==> src/rtl/keypad_scan_ctrl.sv <==
// 4x4 matrix keypad scanner: column scan on a divided tick, row debounce on
// press and release, and a single-entry event register with an overrun flag.
module keypad_scan_ctrl #(
  parameter int CLK_DIV        = 50000,
  parameter int DEBOUNCE_TICKS = 20
) (
  input  logic       clk,
  input  logic       res,
  input  logic [3:0] row_in,
  input  logic       key_ack,
  input  logic       ovr_clr,
  output logic [3:0] col_out,
  output logic [3:0] key_code,
  output logic       key_valid,
  output logic       overrun,
  output logic [1:0] dbg_state
);

  localparam int DIV_W = $clog2(CLK_DIV);
  localparam int CNT_W = $clog2(DEBOUNCE_TICKS + 1);
  localparam logic [DIV_W-1:0] DIV_LAST = DIV_W'(CLK_DIV - 1);
  // Count value at which one more matching tick completes the debounce.
  localparam logic [CNT_W-1:0] CNT_LAST = CNT_W'(DEBOUNCE_TICKS - 1);

  typedef enum logic [1:0] {
    S_SCAN     = 2'd0,
    S_DEBOUNCE = 2'd1,
    S_PRESSED  = 2'd2,
    S_RELEASE  = 2'd3
  } state_t;

  state_t           state, state_nxt;
  logic [DIV_W-1:0] div_cnt;
  logic [1:0]       col_idx, col_nxt;
  logic [3:0]       row_pat, pat_nxt;
  logic [CNT_W-1:0] cnt, cnt_nxt;
  logic             tick;
  logic             row_single;
  logic [1:0]       row_idx;
  logic             publish;
  logic [3:0]       pub_code;

  assign tick      = (div_cnt == DIV_LAST);
  assign col_out   = ~(4'b0001 << col_idx);
  assign dbg_state = state;

  // Exactly one low row is a key; idle and multi-key patterns are both "no key".
  always_comb begin
    row_single = 1'b1;
    row_idx    = 2'd0;
    case (row_in)
      4'b1110: row_idx = 2'd0;
      4'b1101: row_idx = 2'd1;
      4'b1011: row_idx = 2'd2;
      4'b0111: row_idx = 2'd3;
      default: row_single = 1'b0;
    endcase
  end

  always_comb begin
    state_nxt = state;
    col_nxt   = col_idx;
    pat_nxt   = row_pat;
    cnt_nxt   = cnt;
    publish   = 1'b0;
    pub_code  = {col_idx, row_idx};
    if (tick) begin
      case (state)
        S_SCAN: begin
          if (row_single) begin
            pat_nxt = row_in;
            cnt_nxt = CNT_W'(1);
            if (DEBOUNCE_TICKS == 1) begin
              publish   = 1'b1;
              cnt_nxt   = '0;
              state_nxt = S_PRESSED;
            end else begin
              state_nxt = S_DEBOUNCE;
            end
          end else begin
            col_nxt = col_idx + 2'd1;
          end
        end
        S_DEBOUNCE: begin
          if (row_in == row_pat) begin
            if (cnt == CNT_LAST) begin
              publish   = 1'b1;
              cnt_nxt   = '0;
              state_nxt = S_PRESSED;
            end else begin
              cnt_nxt = cnt + CNT_W'(1);
            end
          end else begin
            cnt_nxt   = '0;
            col_nxt   = col_idx + 2'd1;
            state_nxt = S_SCAN;
          end
        end
        S_PRESSED: begin
          if (row_in == 4'hF) begin
            if (DEBOUNCE_TICKS == 1) begin
              cnt_nxt   = '0;
              col_nxt   = col_idx + 2'd1;
              state_nxt = S_SCAN;
            end else begin
              cnt_nxt   = CNT_W'(1);
              state_nxt = S_RELEASE;
            end
          end
        end
        S_RELEASE: begin
          if (row_in == 4'hF) begin
            if (cnt == CNT_LAST) begin
              cnt_nxt   = '0;
              col_nxt   = col_idx + 2'd1;
              state_nxt = S_SCAN;
            end else begin
              cnt_nxt = cnt + CNT_W'(1);
            end
          end else begin
            cnt_nxt   = '0;
            state_nxt = S_PRESSED;
          end
        end
        default: state_nxt = S_SCAN;
      endcase
    end
  end

  // key_valid/key_ack: an event stays offered until key_ack is seen with
  // key_valid high; key_ack while key_valid is low has no effect.
  always_ff @(posedge clk or negedge res) begin
    if (!res) begin
      div_cnt   <= '0;
      state     <= S_SCAN;
      col_idx   <= 2'd0;
      row_pat   <= 4'hF;
      cnt       <= '0;
      key_code  <= 4'h0;
      key_valid <= 1'b0;
      overrun   <= 1'b0;
    end else begin
      div_cnt <= tick ? '0 : div_cnt + DIV_W'(1);
      state   <= state_nxt;
      col_idx <= col_nxt;
      row_pat <= pat_nxt;
      cnt     <= cnt_nxt;
      if (publish && (!key_valid || key_ack)) begin
        key_valid <= 1'b1;
        key_code  <= pub_code;
      end else if (key_valid && key_ack) begin
        key_valid <= 1'b0;
      end
      if (publish && key_valid && !key_ack) overrun <= 1'b1;
      else if (ovr_clr)                     overrun <= 1'b0;
    end
  end

endmodule
==> config.mk <==
export PLATFORM = sky130hd
export DESIGN_NAME = keypad_scan_ctrl
export DESIGN_NICKNAME = d
export VERILOG_FILES = /design/src/rtl/keypad_scan_ctrl.sv
export SDC_FILE = /design/constraint.sdc
export NUM_CORES = 1
export LEC_CHECK = 0
export CORE_ASPECT_RATIO = 0.8
export CORE_MARGIN = 4
export CORE_UTILIZATION = 40
export DETAILED_ROUTE_END_ITERATION = 16
export PLACE_DENSITY = 0.65
export SYNTH_ARGS = -nofsm -noshare
export SYNTH_HDL_FRONTEND = slang
export SYNTH_SLANG_ARGS = --single-unit
==> constraint.sdc <==
create_clock -name clk -period 4 [get_ports clk]
set_clock_uncertainty 0.1 [all_clocks]
set_input_delay 0.6 -clock clk [delete_from_list [all_inputs] [get_ports clk]]
set_output_delay 0.6 -clock clk [all_outputs]
set_load 0.02 [all_outputs]
==> flow_summary.toml, run 1 <==
[die]
fp.dieW_um = 84.5
die_y_um = 69.2
core-area_mm2 = 0.00434
initial_core_util_pct = 43.1
die_area_mm2 = 0.00584
ios = 20
num_rows = 21

[clock_network]
hold_buffers = 0
cts_sinks = 35
cts_setup_buffers = 0
root_buffer = "clkbuf_8"
clock_path_buffers = 2
clk_pin_slew_ns = 0.07
htreeDepth = 2
insertion_delay_ns = 0.29
post_cts_resized = 0
cts_buffers = 5
cts_tree = "built"

[sta]
rsz0062_at_grt = "no"
hold_violations = 0
setup_viol = 0
fin_tns_setup_ns = 0
worstMarginPinSlew_ns = 0.567
worst_slack_ns = 1.52
period_share_pct = 62.0
finalMaxSlewViolations = 0
whs_ns = 0.395
min_period_ns = 2.48
clock.fmax_mhz = 403
relSlewSlack_pct = 62.0

[pwr]
finalPower_mw = 0.634
intPower_mw = 0.487
power_frac_clock_pct = 39.2
power_switching_share_pct = 23.3
p_comb_share_pct = 4.9
p_per_area_mw_per_mm2 = 290
p_leak_nw = 0.953
seq_power_share_pct = 55.9
switching_power_mw = 0.148
irDropWorstVdd_mv = 0.130

[finish]
postLayoutCoreUtil_pct = 50.5
nets = 221
areaGrowthSynthToFinish_pct = 17.1
diodes = 0
fill_cells = 414
fin_cells = 265
final_area_mm2 = 0.00219
drive_gt1_share_pct = 12.5

[setup_path]
crit_type = "in -> reg"
critPathArrivalTime_ns = 2.55
required_ns = 4.07
start_kind = "primary input"
crit_fanout = 6
endpoint_kind = "flop"

[run]
max_cap_viol_count = 0

[synthesis]
synth_cells = 185
synth-compound-area-share_pct = 7.56
synth-simple-area-share_pct = 20.9
synth_common_cells = "dfrtp_1, xnor2_1, nand3_1, nor2_1, nand2_1"
yosysSeqAreaShare_pct = 47.1
synthesis.nets = 199
yosys.area.top_type = "dfrtp_1"
synth-xor-area-share_pct = 9.83
async_reset_ff_share_pct = 100
synthAdderAreaFrac_pct = 4.01
muxShareOfSynthArea_pct = 6.22
yosysWarnings = 0
ys_top_cells_by_area = "dfrtp_1, xnor2_1, dfstp_2"
synth_ff_type = "dfrtp_1"
synth_most_common_cell = "dfrtp_1"
synth_top_cell_area_share_pct = 41.5
synthDistinctLibCells = 39
synth_edf_count = 0
ys_seq_elements = 35
avgSynthCellArea_um2 = 10.1
synth_top_family_by_area = "simple AND/OR/NAND/NOR gates"
syn_area_mm2 = 0.00187

[outcome]
status = "finished, final reports clean"

[routing]
via_per_inst = 5.05
totalWireLength_mm = 3.55
vias = 1338
firstDrtPassIters = 4
drc = 0
antenna_left = 0
drtIter0Drc = 67
routedWlPerCell_um = 13.4

[placed_design]
port_buffers = 19
place_inst = 257
finalWeightedCongestion = 0.751
dp_hpwl_mm = 2.63
place_area_mm2 = 0.00211
preCtsSetupSlack_ns = 1.23

[grt]
antenna_found_initial = 0
gr-total-overflow = 0
grt_max_degree = 36
track_usage_pct = 13.4
grt_pass1_vias = 1282
grt_first_pass_wirelength_mm = 6.27

[min_path]
min_path_type = "reg -> reg"
-- kinds of logic after synthesis --
| kind of cell | after synthesis |
|---|---|
| muxes | 9 |
| AOI/OAI and AO/OA | 23 |
| and+or+nand+nor | 73 |
| xor gates and xnor gates | 21 |
| adders and majority gates | 6 |
| DFF | 35 |
| buffers and inverters | 18 |
-- worst max-delay path, stage by stage --
cell and delay [ns]:
clkdlybuf4s50_1 0.61, xnor2_1 0.15, nand3_1 0.19, nor4_1 0.39, nand3_1 0.27, mux2_2 0.34
-- final cells by class --
type / instances / area [um^2] / share of cell area [%]
clock buffer: 5 / 68.8 / 3.14
inverter: 13 / 48.8 / 2.23
clock inverter: 3 / 15.0 / 0.685
sequential: 35 / 881 / 40.2
timing repair buffer: 20 / 198 / 9.02
multi-input combinational: 132 / 908 / 41.5
tap: 57 / 71.3 / 3.26
-- registers in the layout (all words and copies together) (netlist names) --
signal / cells
key_valid: 1
dbg_state: 2
col_idx: 2
overrun: 1
row_pat: 4
key_code: 4
div_cnt: 16
cnt: 5
-- path summary, 6_finish.rpt --
path	start	end	slack, ns	depth (start not counted)
worst min-delay path	div_cnt[0]$_DFF_PN0_	div_cnt[0]$_DFF_PN0_	0.40	1
worst max-delay path	row_in[1]	key_code[3]$_DFFE_PN0P_	1.52	6
min in group asynchronous	res	div_cnt[10]$_DFF_PN0_	0.62	2
worst max register to register	cnt[0]$_DFFE_PN0P_	key_code[3]$_DFFE_PN0P_	1.83	6
max in group asynchronous	res	row_pat[0]$_DFFE_PN1P_	2.84	2
worst min register to register	div_cnt[0]$_DFF_PN0_	div_cnt[0]$_DFF_PN0_	0.40	1
-- power by group through the flow --
stage,clock (mW),sequential [mW],combinational [mW]
6_report,0.249,0.355,0.0311
3_3_place_gp,0,0.361,0.0315
3_5_place_dp,0,0.361,0.0315
2_1_floorplan,0,0.362,0.0133
5_1_grt,0.274,0.355,0.0349
4_1_cts,0.256,0.355,0.0316
-- metal layers --
layer  global-route usage (%)  vias to the layer above  routed length (um)
met5                        0                        -                   0
met4                     4.75                        0                  58
met3                     4.29                        6                 178
met2                     17.6                       31                1380
met1                     20.3                      616                1930
li1                         -                      685                   -
-- layout by cell type (no fill, tap or decap), drive strengths merged, types with 2 or more instances in the layout --
cell,count
o22ai,2
nor2,16
inv,13
nor4bb,3
nor4,2
nand2,14
nand4,5
clkdlybuf4s50,19
nand2b,3
clkbuf,5
xnor2,16
and4,2
dfstp,4
ha,6
and3,4
mux2,9
or3,3
nand3,15
dfrtp,31
a21oi,9
clkinv,3
o21ai,7
xor2,5
No activity file was read; power rests on OpenSTA's default activity.
==> run 2: changes to the inputs <==
==> constraint.sdc (replaced) <==
create_clock -name clk -period 2.5 [get_ports clk]
set_clock_uncertainty 0.1 [all_clocks]
set_input_delay 0.375 -clock clk [delete_from_list [all_inputs] [get_ports clk]]
set_output_delay 0.375 -clock clk [all_outputs]
set_load 0.02 [all_outputs]
==> flow_summary.toml, run 2 (synthesized netlist as in run 1, its figures left out) <==
[pwr]
p_per_area_mw_per_mm2 = 462
irDropWorstVdd_mv = 0.224
p_leak_nw = 0.990

[clock_network]
cts_sinks = 35
clock_path_buffers = 2
root_buffer = "clkbuf_8"
insertion_delay_ns = 0.28
cts_setup_buffers = 0
post_cts_resized = 0
clk_pin_slew_ns = 0.07
htreeDepth = 2
cts_tree = "built"
hold_buffers = 0
cts_buffers = 5

[finish]
reg_top3 = "div_cnt (16), cnt (5)"
diodes = 0
fin_cells = 272
largest_reg_flops = 16
largest-register = "div_cnt"
multi_input_area_um2 = 908
nets = 228
areaGrowthSynthToFinish_pct = 20.3
drive_gt1_share_pct = 14.9
fill_cells = 412
seqCellArea_um2 = 881
mostFrequentLayoutCells = "dfrtp_1, clkdlybuf4s50_1, xnor2_1, nor2_1, nand3_1"
final_common_cell = "dfrtp_1"

[sta]
clock.fmax_mhz = 468
relSlewSlack_pct = 65.2
hold_violations = 0
setup_viol = 0
rsz0062_at_grt = "no"
period_share_pct = 85.5
finalMaxSlewViolations = 0
min_period_ns = 2.14
fin_tns_setup_ns = 0
whs_ns = 0.395
worstMarginPinSlew_ns = 0.518

[routing]
firstDrtPassIters = 4
via_per_inst = 5.09
totalWireLength_mm = 3.72
vias = 1385
drc = 0
antenna_left = 0
drtIter0Drc = 60
routedWlPerCell_um = 13.7

[setup_path]
required_ns = 2.57
cpMostUsedCell = "nand3_1"
r2r_cells = 6
critPathSlowestCell = "clkdlybuf4s50_1"
path_depth = 6
crit_type = "in -> reg"
crit_fanout = 5
critPathArrivalTime_ns = 2.21
crit_family = "simple AND/OR/NAND/NOR gates"
crit_path_max_incr_delay_ns = 0.57
crit_end = "key_code[0]$_DFFE_PN0P_"
worst-path-buf-inv = 1
start_kind = "primary input"
cp-startpoint = "row_in[1]"
r2r_end = "key_code[0]$_DFFE_PN0P_"
path_cells = "clkdlybuf4s50_1, xnor2_1, nand3_1, nor4_1, nand3_1, mux2_2"
r2r_start = "cnt[0]$_DFFE_PN0P_"
r2r_setup_slack_ns = 0.39
endpoint_kind = "flop"

[die]
die_y_um = 69.2
ios = 20
core-area_mm2 = 0.00434
die_area_mm2 = 0.00584
initial_core_util_pct = 43.1
num_rows = 21
fp.dieW_um = 84.5

[outcome]
status = "finished, final reports clean"

[placed_design]
place_inst = 264
port_buffers = 19
dp_hpwl_mm = 2.79
finalWeightedCongestion = 0.798

[grt]
grt_pass1_vias = 1322
antenna_found_initial = 0
grt_first_pass_wirelength_mm = 6.28
grt_max_degree = 36
track_usage_pct = 13.5
gr-total-overflow = 0

[run]
max_cap_viol_count = 0

[min_path]
min_path_type = "in -> async"
[run 2: cell count changes in the layout (fill, tap and decap cells not counted), sizes merged]
cell    before  now
clkinv       3    1
buf          1    8
clkbuf       5    7
[run 2: worst register-to-register path, stage by stage, from the launching register on]
cell and delay (ns):
dfrtp_1 0.40, ha_1 0.19, nor2b_1 0.16, nand3_1 0.17
nor4_1 0.41, nand3_1 0.23, mux2_2 0.32
[run 2: through the flow]
stage / power, mW / cell area [um^2] / utilization (%) / worst slack (ns)
2_1_floorplan: 0.600 / 1870 / - / 0.615
3_3_place_gp: 0.631 / 2160 / 49.8 / 0.136
3_5_place_dp: 0.632 / 2160 / 49.8 / 0.0855
4_1_cts: 1.05 / 2250 / 51.9 / 0.356
5_1_grt: 1.08 / 2250 / 51.9 / 0.210
6_report: 1.04 / 2250 / 51.9 / 0.362
[run 2: final cells by class]
| type | instances | area share (%) |
|---|---|---|
| clock inverter | 1 | 0.222 |
| clock buffer | 7 | 3.84 |
| timing repair buffer | 27 | 11.1 |
| inverter | 13 | 2.17 |
| multi-input combinational | 132 | 40.4 |
| tap | 57 | 3.17 |
| sequential | 35 | 39.1 |
[run 2: per-layer routing]
metal / global-route usage, % / up-vias / wire [um]
li1: - / 694 / -
met1: 20.3 / 653 / 2010
met2: 18.0 / 32 / 1480
met3: 4.52 / 6 / 193
met4: 4.39 / 0 / 43
met5: 0 / - / 0
[run 2: where the power goes]
part | total, mW | switching (mW) | internal (mW)
Combinational | 0.0524 | 0.0276 | 0.0248
Sequential | 0.568 | 0.000869 | 0.567
Clock | 0.420 | 0.198 | 0.222
[run 2: worst min path at each step]
stage                                       end  depth (start not counted)  slack [ns]
after global placement     div_cnt[0]$_DFF_PN0_                          1        0.37
after detailed placement   div_cnt[0]$_DFF_PN0_                          1        0.39
after global routing       div_cnt[0]$_DFF_PN0_                          1        0.42
final                     div_cnt[10]$_DFF_PN0_                          2        0.39
after CTS                  div_cnt[0]$_DFF_PN0_                          1        0.40
after floorplan              cnt[0]$_DFFE_PN0P_                          0       -0.02
